File: src/rtl/ram_fifo_ctrl.sv
// Single-clock FIFO controller sequencing an external dual-port RAM as a
// circular buffer. Owns the pointers, occupancy count, status and sticky
// error flags. Every flag is decoded from the registered count.
module ram_fifo_ctrl #(
    parameter int unsigned WIDTH    = 8,
    parameter int unsigned DEPTH    = 256,
    parameter int unsigned AF_LEVEL = DEPTH - 4,
    parameter int unsigned AE_LEVEL = 4
) (
    input  logic                     i_clk,
    input  logic                     i_rst_n,
    input  logic                     i_wr_dv,
    input  logic [WIDTH-1:0]         i_wr_data,
    input  logic                     i_rd_en,
    output logic [WIDTH-1:0]         o_rd_data,
    output logic                     o_rd_dv,
    output logic                     o_full,
    output logic                     o_empty,
    output logic                     o_af,
    output logic                     o_ae,
    output logic [$clog2(DEPTH):0]   o_count,
    output logic                     o_overflow,
    output logic                     o_underflow,
    output logic                     o_ram_wr_dv,
    output logic [$clog2(DEPTH)-1:0] o_ram_wr_addr,
    output logic [WIDTH-1:0]         o_ram_wr_data,
    output logic                     o_ram_rd_en,
    output logic [$clog2(DEPTH)-1:0] o_ram_rd_addr,
    input  logic [WIDTH-1:0]         i_ram_rd_data
);

    localparam int unsigned AW = $clog2(DEPTH);
    localparam int unsigned CW = AW + 1;

    localparam logic [CW-1:0] LP_DEPTH = CW'(DEPTH);
    localparam logic [CW-1:0] LP_AF    = CW'(AF_LEVEL);
    localparam logic [CW-1:0] LP_AE    = CW'(AE_LEVEL);

    logic [AW-1:0] r_wr_ptr;
    logic [AW-1:0] r_rd_ptr;
    logic [CW-1:0] r_count;
    logic          r_rd_dv;
    logic          r_overflow;
    logic          r_underflow;

    logic          w_full;
    logic          w_empty;
    logic          w_wr_acc;
    logic          w_rd_acc;
    logic [CW-1:0] w_count_d;

    // Status decode from the registered count, plus accept decisions that
    // look only at registered flags so an opposite operation never unblocks.
    always_comb begin
        w_full   = (r_count == LP_DEPTH);
        w_empty  = (r_count == '0);
        w_wr_acc = i_wr_dv & ~w_full;
        w_rd_acc = i_rd_en & ~w_empty;
    end

    // Occupancy next-state: unchanged when both or neither side accepts.
    always_comb begin
        w_count_d = r_count;
        unique case ({w_wr_acc, w_rd_acc})
            2'b10:   w_count_d = r_count + CW'(1);
            2'b01:   w_count_d = r_count - CW'(1);
            default: w_count_d = r_count;
        endcase
    end

    // Pointer, count, read-valid and sticky error state.
    always_ff @(posedge i_clk or negedge i_rst_n) begin
        if (!i_rst_n) begin
            r_wr_ptr    <= '0;
            r_rd_ptr    <= '0;
            r_count     <= '0;
            r_rd_dv     <= 1'b0;
            r_overflow  <= 1'b0;
            r_underflow <= 1'b0;
        end else begin
            if (w_wr_acc) begin
                r_wr_ptr <= r_wr_ptr + AW'(1);
            end
            if (w_rd_acc) begin
                r_rd_ptr <= r_rd_ptr + AW'(1);
            end
            r_count <= w_count_d;
            // RAM read is registered, so data is valid the cycle after accept.
            r_rd_dv <= w_rd_acc;
            if (i_wr_dv & w_full) begin
                r_overflow <= 1'b1;
            end
            if (i_rd_en & w_empty) begin
                r_underflow <= 1'b1;
            end
        end
    end

    // Output and RAM port drive.
    always_comb begin
        o_full        = w_full;
        o_empty       = w_empty;
        o_af          = (r_count >= LP_AF);
        o_ae          = (r_count <= LP_AE);
        o_count       = r_count;
        o_overflow    = r_overflow;
        o_underflow   = r_underflow;
        o_rd_dv       = r_rd_dv;
        o_rd_data     = i_ram_rd_data;
        o_ram_wr_dv   = w_wr_acc;
        o_ram_wr_addr = r_wr_ptr;
        o_ram_wr_data = i_wr_data;
        o_ram_rd_en   = w_rd_acc;
        o_ram_rd_addr = r_rd_ptr;
    end

endmodule
File: config.mk
export PLATFORM = sky130hd
export DESIGN_NAME = ram_fifo_ctrl
export DESIGN_NICKNAME = d
export VERILOG_FILES = /design/src/rtl/ram_fifo_ctrl.sv
export SDC_FILE = /design/constraint.sdc
export NUM_CORES = 1
export LEC_CHECK = 0
export CAP_MARGIN = 10
export CELL_PAD_IN_SITES_DETAIL_PLACEMENT = 0
export CELL_PAD_IN_SITES_GLOBAL_PLACEMENT = 1
export CORE_MARGIN = 4
export CORE_UTILIZATION = 32
export DETAILED_ROUTE_END_ITERATION = 10
export PLACE_DENSITY_LB_ADDON = 0.15
export SYNTH_ARGS = -nofsm -noshare
export SYNTH_HDL_FRONTEND = slang
export SYNTH_SLANG_ARGS = --single-unit
File: constraint.sdc
create_clock -name i_clk -period 4.1 [get_ports i_clk]
set_input_delay 0.82 -clock i_clk [delete_from_list [all_inputs] [get_ports i_clk]]
set_output_delay 0.82 -clock i_clk [all_outputs]
set_load 0.01 [all_outputs]
=== After elaboration in Yosys (flattened, before gate mapping) ===
Index checks and enable logic that the tools add are counted.

* Add/sub/neg operators: 4
* $lt $le $gt $ge: 2
* Equal/unequal tests: 3
* Mux-type cells: 1
* Bitwise operators: 6
* Reductions and logical operators: 2

{| class="wikitable"
|+ Operator list
! kind !! number
|-
| one-hot mux 9 bit (2 select lines) || 1
|-
| adder 8 x 1 -> 8 bit, second input constant || 2
|-
| adder 9 x 1 -> 9 bit, second input constant || 1
|-
| equality test 9 bit, second input constant || 1
|-
| greater-or-equal comparator 9 x 8 -> 1 bit, second input constant || 1
|-
| <= comparator 9 x 3 -> 1 bit, second input constant || 1
|-
| zero test 9 bit || 1
|-
| subtractor 9 x 1 -> 9 bit, second input constant || 1
|-
| AND 1 bit || 4
|-
| equality test 2 x 1 -> 1 bit, second input constant || 1
|-
| equality test 2 bit, second input constant || 1
|-
| inverter 1 bit || 2
|-
| nonzero test 2 bit || 1
|}

* Register bits: 28
* Bits of input ports: 20
* Output and inout bits: 50
* Logic and storage cells: 24

=== Depth between registers and ports, before layout ===
Gate-level depths: netlist of the first run.

* Depth after elaboration: 5
* Depth in mapped cells: 10
* Mapped depth without buffers: 10

=== Worst setup path before layout of the first run ===
Ideal clock, no wire load.

* Kind: input to register
* Start point: in i_rd_en
* End point: reg r_count[8] (netlist: o_count[8])
* Arrival: 2,938 ps
* Required time: 3,979 ps
* Slack: 1,042 ps
* Stages on the path: 9
* Buffers on the path: 0
* Cells stage by stage: inv_1 > a31oi_2 > ha_1 > ha_1 > a211oi_1 > o21ai_0 > a31oi_1 > xnor2_1 > a22o_1

* Cells in the longest elaborated chain, start to end: 3
* Elaborated cells between the ends (all ways): 5
* Classes of those cells: eq/ne (2); mux (1); bitwise (1); reduce/logical (1)

{| class="wikitable"
|+ RTL lines
! what !! line !! text
|-
| start, declared || 14 || <nowiki>input logic i_rd_en,</nowiki>
|-
| AND 1 bit (*) || 58 || <nowiki>w_rd_acc = i_rd_en & ~w_empty;</nowiki>
|-
| named net o_ram_rd_en || 27 || <nowiki>output logic o_ram_rd_en,</nowiki>
|-
| equality test 2 x 1 -> 1 bit or equality test 2 bit (tied branches) || 64 || <nowiki>unique case ({w_wr_acc, w_rd_acc})</nowiki>
|-
| one-hot mux 9 bit (2 select lines) or nonzero test 2 bit (tied branches) || -- ||
|-
| end signal, assigned || 87 || <nowiki>r_count <= w_count_d;</nowiki>
|-
| end, declared || 41 || <nowiki>logic [CW-1:0] r_count;</nowiki>
|}

The timed path passes the listed nets; every way through them passes the cells marked *.
A chain may end at the register's enable or synchronous reset.

=== Final worst setup path of the first run ===
* Start point: reg r_count[0] (netlist: o_count[0])
* End point: reg r_count[8] (netlist: o_count[8])

* Cells in the longest elaborated chain, start to end: 5
* Elaborated cells between the ends (all ways): 12
* Classes of those cells: add/sub (2); eq/ne (3); mux (1); bitwise (4); reduce/logical (2)

{| class="wikitable"
|+ RTL lines
! what
|-
| parallel branches: the longest is 5 deep, another holds subtractor 9 x 1 -> 9 bit
|}

Parallel ways; which one is timed is not known.

==> flow_metrics.env, run 1 <==
export IMPL_gp_congestion=0.756
export IMPL_rows=26
export IMPL_hold_viol_final=0
export IMPL_period_needed_ns=3.06
export IMPL_synthSimpleGateAreaFrac_pct=18.1
export IMPL_slew_viol_final=0
export IMPL_yosys_warnings=0
export IMPL_nets=225
export IMPL_fmax_mhz=326
export IMPL_synth_top_family_by_area="simple AND/OR/NAND/NOR gates"
export IMPL_clk_pin_slew_ns=0.10
export IMPL_grt_max_degree=29
export IMPL_wirelength_mm=3.57
export IMPL_synth_top_area_share_pct=41.5
export IMPL_cts_setup_buffers=0
export IMPL_area_growth_pct=25.1
export IMPL_arrival_ns=3.24
export IMPL_globalRouteTotalUtil_pct=11.6
export IMPL_min_period_over_period_pct=74.7
export IMPL_synthTopCellsByArea="dfrtp_1 41%, ha_1 7.4%, buf_4 7.1%, xor2_1 6.7%, xnor2_1 4.7%"
export IMPL_vdd_ir_drop_max_mv=0.308
export IMPL_synth_area_sq_um=1690
export IMPL_synth_edf_count=0
export IMPL_tns_ns=0
export IMPL_synth_fa_ha_area_share_pct=8.59
export IMPL_required_ns=4.27
export IMPL_grtUsageMet1_pct=14.4
export IMPL_syn_nets=198
export IMPL_critPathMaxStageDelay_ns=0.49
export IMPL_use_met2_pct=19.1
export IMPL_io_buffers=37
export IMPL_worstReg2RegStart="o_count[0]"
export IMPL_grt_overflow=0
export IMPL_slew_headroom_pct=63.8
export IMPL_yosys_area_share_xor_xnor_pct=11.4
export IMPL_synth_top_cells_by_count="28 x dfrtp_1, 20 x nand2_1, 16 x buf_4"
export IMPL_crit_slowest_cell="dfrtp_1"
export IMPL_synth_compound_area_share_pct=10.2
export IMPL_critPathMaxFanout=9
export IMPL_avgRoutedWirePerCell_microns=13.6
export IMPL_dieArea_sq_um=6510
export IMPL_cts_buffers=3
export IMPL_reg2reg_slack_ns=1.04
export IMPL_worstSetupStartpointType="flop"
export IMPL_place_hpwl_mm=2.73
export IMPL_rsz0062_at_grt="no"
export IMPL_cts_buffer_depth=2
export IMPL_powerDensity_nw_per_um2=729
export IMPL_crit_end="o_count[8]"
export IMPL_p_total_mw=1.54
export IMPL_design_area_sq_um=2110
export IMPL_synthCells=167
export IMPL_synthFlopType="dfrtp_1"
export IMPL_ctsHtreeMaxLevel=1
export IMPL_path_cells="nor4_2, a31oi_2, buf_4, ha_1, fa_1, a211oi_1, o21ai_0, a31oi_1, xnor2_1, a22o_1"
export IMPL_synth_mux_area_share_pct=1.33
export IMPL_core_sq_um=5110
export IMPL_grt_pass1_vias=1254
export IMPL_avgViaCountPerCell=4.85
export IMPL_status="complete, no violations"
export IMPL_ys_seq_elements=28
export IMPL_die_h_microns=80.7
export IMPL_yosysMostFrequentCell="dfrtp_1"
export IMPL_timing_hold_worst_start="o_overflow"
export IMPL_timing_critical_path_buf_inv=1
export IMPL_hp_class="flop to flop"
export IMPL_vias=1276
export IMPL_cts_tree="done"
export IMPL_top_usage_layer="met2"
export IMPL_remaining_drc_errors=0
export IMPL_p_leak_nw=0.918
export IMPL_setup_viol=0
export IMPL_startpoint="o_count[0]"
export IMPL_skew_ns=0.00352
export IMPL_cts_resized_gates=0
export IMPL_gr_usage_met3_pct=1.68
export IMPL_cp_end_kind="flop"
export IMPL_antenna_found_initial=0
export IMPL_synthArstFlopShare_pct=100
export IMPL_post_dp_cell_area_sq_um=2040
export IMPL_diodes=0
export IMPL_crit_type="flop to flop"
export IMPL_ant_nets=0
export IMPL_worstRegToRegCells=10
export IMPL_fin_ws_ns=1.04
export IMPL_root_buffer="clkbuf_8"
export IMPL_drive_above_1_share_pct=8.81
export IMPL_tightestPinTransition_ns=0.543
export IMPL_drt_first_pass_iters=4
export IMPL_clkLatencyLatePin_ns=0.27
export IMPL_drt_iter0_markers=14
export IMPL_synth_area_per_cell_sq_um=10.1
export IMPL_boundaryPins=70
export IMPL_ys_types=34
export IMPL_maxCapViolations=0
export IMPL_crit_cells=10
export IMPL_die_width_microns=80.7
export IMPL_post_place_ws_ns=0.712
export IMPL_cts_hold_fix_buffers=0
export IMPL_yosysTopAreaCell="dfrtp_1"
export IMPL_cts_sinks=28
export IMPL_reg2reg_to="o_count[8]"
export IMPL_cp_top_family="compound AO/OA/AOI/OAI gates"
export IMPL_grt_pass1_wl_mm=5.95
export IMPL_start_util_pct=33.1
export IMPL_fin_util_pct=41.4
export IMPL_synth_seq_area_share_pct=41.5
[kinds of logic (layout without fill, tap and decap cells)]
group	Yosys count	count (layout)
multiplexers	2	2
AO/OA/AOI/OAI	28	28
XOR/XNOR	22	22
AND/OR/NAND/NOR	53	53
buffers and inverters	23	49
adder cells (fa/ha/maj)	11	11
flip-flops	28	28
[layout by cell type, fill, tap and decap left out, types with 4 or more instances in the layout]
cell	n
a21oi_1	5
clkdlybuf4s50_1	37
dfrtp_1	28
ha_1	10
inv_1	4
nand2_1	20
nand4_1	6
nor2_1	8
nor3_1	5
o21ai_0	11
xnor2_1	9
xor2_1	13
[report_power, final]
part	switching, mW	leakage [nW]	total (mW)	internal, mW
Combinational	0.338	0.534	0.762	0.424
Sequential	0.169	0.348	0.561	0.392
Clock	0.0876	0.0357	0.218	0.131
Total	0.594	0.918	1.54	0.947
[final cells by class]
type / count / area (sq um)
clock buffer: 3 / 41.3
clock inverter: 1 / 30.0
fill: 505 / 2990
inverter: 5 / 21.3
multi-input combinational: 116 / 840
sequential: 28 / 701
tap: 70 / 87.6
timing repair buffer: 40 / 393
[registers in the layout, summed over array words and instances, names as in the netlist]
name           count
o_overflow         1
o_ram_wr_addr      8
o_count            9
o_rd_dv            1
o_underflow        1
o_ram_rd_addr      8
[worst min-delay path by stage]
| stage | to | slack, ns | depth (start not counted) |
|---|---|---|---|
| detailed placement | o_overflow | 0.44 | 1 |
| CTS | o_overflow | 0.47 | 1 |
| global placement | o_overflow | 0.44 | 1 |
| floorplan | o_overflow | 0.49 | 1 |
| global route | o_ram_rd_addr[7] | 0.49 | 1 |
| finish | o_overflow | 0.46 | 1 |
[metrics by stage]
stage               cells  hold WS, ns
CTS                   263        0.468
global placement      259        0.437
floorplan             167        0.493
global route          263        0.493
detailed placement    259        0.445
finish                263        0.461
[metal layers]
metal,part of all wire (%),vias up,wire length [microns]
met1,43,599,1540
met3,6.6,22,234
met4,3.1,0,111
met5,0,-,0
met2,47,37,1690
li1,-,618,-
Note: power is estimated with default switching activity, not from simulation.
==> run 2, diff against run 1 <==
CORE_UTILIZATION = 28   (was 32)
clock period = 2.6 ns   (was 4.1 ns; I/O delays follow)
==> run 2 against run 1 <==
Highest routed layer unchanged. Final cell count increased by 11%. Worst setup slack got worse by 0.99 ns. Critical path type unchanged. Sequential share of layout area decreased by 3.6 points. Register-to-register slack got worse by 0.99 ns. Clock skew about the same. Largest power group unchanged. Fmax increased by 20%. Hold slack improved by 0.0033 ns. Clock power increased by 59%.
==> flow_metrics.env, run 2 (same netlist as run 1, synthesis figures left out) <==
export IMPL_status="complete, no violations"
export IMPL_p_total_mw=2.80
export IMPL_crit_top_cell="ha_4"
export IMPL_crit_slowest_cell="dfrtp_2"
export IMPL_intPower_mw=1.73
export IMPL_critPathMaxFanout=8
export IMPL_power_switching_mw=1.07
export IMPL_setup_viol=0
export IMPL_worstReg2RegStart="o_count[6]"
export IMPL_min_period_over_period_pct=98.3
export IMPL_grt_max_degree=29
export IMPL_dieArea_sq_um=7340
export IMPL_slew_headroom_pct=75.4
export IMPL_tightestPinTransition_ns=0.369
export IMPL_avgRoutedWirePerCell_microns=14.3
export IMPL_vdd_ir_drop_max_mv=0.489
export IMPL_area_growth_pct=41.6
export IMPL_place_hpwl_mm=3.29
export IMPL_ant_nets=0
export IMPL_gp_congestion=0.785
export IMPL_root_buffer="clkbuf_8"
export IMPL_slew_viol_final=0
export IMPL_arrival_ns=2.73
export IMPL_drt_iter0_markers=33
export IMPL_antenna_found_initial=0
export IMPL_die_width_microns=85.7
export IMPL_core_sq_um=5890
export IMPL_critPathMaxStageDelay_ns=0.43
export IMPL_path_cells="nor4_4, buf_4, and3_4, nand2b_4, ha_4, ha_4, a211oi_4, o21ai_2, a31oi_1, xnor2_1, a22o_1"
export IMPL_grt_overflow=0
export IMPL_globalRouteTotalUtil_pct=11.8
export IMPL_remaining_drc_errors=0
export IMPL_drt_first_pass_iters=4
export IMPL_drive_above_1_share_pct=26.4
export IMPL_avgViaCountPerCell=4.70
export IMPL_worstSetupStartpointType="flop"
export IMPL_period_needed_ns=2.56
export IMPL_p_comb_share_pct=58.0
export IMPL_grt_pass1_wl_mm=6.92
export IMPL_largest_reg_flops=9
export IMPL_grt_pass1_vias=1394
export IMPL_maxCapViolations=0
export IMPL_cts_sinks=28
export IMPL_clkLatencyLatePin_ns=0.27
export IMPL_cts_buffer_depth=2
export IMPL_cp_end_kind="flop"
export IMPL_hold_viol_final=0
export IMPL_cts_hold_fix_buffers=0
export IMPL_die_h_microns=85.7
export IMPL_vias=1369
export IMPL_ctsHtreeMaxLevel=1
export IMPL_diodes=0
export IMPL_powerDensity_nw_per_um2=1170
export IMPL_rows=28
export IMPL_clk_pin_slew_ns=0.10
export IMPL_cts_tree="done"
export IMPL_timing_hold_worst_start="o_underflow"
export IMPL_nets=248
export IMPL_rsz0062_at_grt="yes"
export IMPL_layout_commonest_cell="clkdlybuf4s50_1"
export IMPL_crit_type="flop to flop"
export IMPL_final_cell_mix="35 x clkdlybuf4s50_1, 26 x buf_4, 24 x dfrtp_1, 20 x nand2_1, 13 x xor2_1"
export IMPL_fmax_mhz=391
export IMPL_start_util_pct=28.7
export IMPL_io_buffers=37
export IMPL_p_sw_share_pct=38.1
export IMPL_holdWs_ns=0.464
export IMPL_hp_class="flop to flop"
export IMPL_wirelength_mm=4.17
export IMPL_p_clk_share_pct=12.4
export IMPL_startpoint="o_count[6]"
export IMPL_required_ns=2.77
export IMPL_seqPwrFrac_pct=29.7
export IMPL_p_leak_nw=1.04
export IMPL_skew_ns=0.00308
export IMPL_boundaryPins=70
export IMPL_cts_buffers=3
==> run 2: cell types whose count changed in the layout (fill, tap and decap cells not counted), moves of 3 or more <==
cell     previous run  this run
a21oi_1             5         2
ha_1               10         7
dfrtp_2             0         4
o21ai_0            11         8
a21oi_2             0         3
buf_4               3        26
dfrtp_1            28        24
==> run 2: layout make-up <==
cell class,instances,area (sq um)
flip-flops and latches,28,706
fillers,577,3490
well taps,75,93.8
multi-input cells,116,936
clock inverters,1,30.0
repair buffers,63,563
inverters,5,21.3
clock buffers,3,41.3
==> run 2: critical path, delay by kind of cell (launching register included) <==
family          cells  cell delay (ns)
compound gates      4             0.75
xor+xnor            1             0.10
flops               1             0.43
fa+ha+maj           2             0.43
simple gates        3             0.59
buf+inv             1             0.16
==> run 2: final timing paths <==
| kind | slack, ns | end | cells after the start |
|---|---|---|---|
| worst max-delay path | 0.04 | o_count[8] | 11 |
| worst min-delay path | 0.46 | o_underflow | 1 |
| worst max register to register | 0.04 | o_count[8] | 11 |
| worst min register to register | 0.46 | o_underflow | 1 |
| max in group asynchronous | 1.69 | o_count[5] | 2 |
| min in group asynchronous | 0.61 | o_ram_wr_addr[5] | 2 |
==> run 2: metal layers <==
layer	GRT usage, %	part of all wire, %
met1	14.8	42
met2	19.1	47
met5	0	0
met4	5.90	3.5
met3	2.50	7.1
==> run 2: timing repair <==
item                                    CTS  global route
pin swaps                                 7            11
resized for setup                         6             7
setup buffers                             1             1
endpoints found under the setup margin    5             5
endpoints found under the hold margin     0             0
==> run 2: power groups by stage <==
| stage | sequential (mW) | clock [mW] | combinational [mW] |
|---|---|---|---|
| floorplan | 0.952 | 0 | 0.674 |
| global placement | 0.836 | 0 | 1.55 |
| detailed placement | 0.843 | 0 | 1.57 |
| CTS | 0.837 | 0.360 | 1.62 |
| global route | 0.864 | 0.368 | 1.78 |
| finish | 0.831 | 0.346 | 1.62 |
==> run 2: metrics by stage <==
stage,worst slack (ns),TNS [ns],instance area [sq um],util [%],std cells
detailed placement,-0.216,-0.653,2260,38.4,285
finish,0.0435,0,2390,40.6,291
global placement,-0.154,-0.537,2260,38.4,285
global route,-0.0783,-0.290,2390,40.6,291
floorplan,-0.00146,-0.00146,1740,-,167
CTS,-0.00159,-0.00159,2360,40.1,290
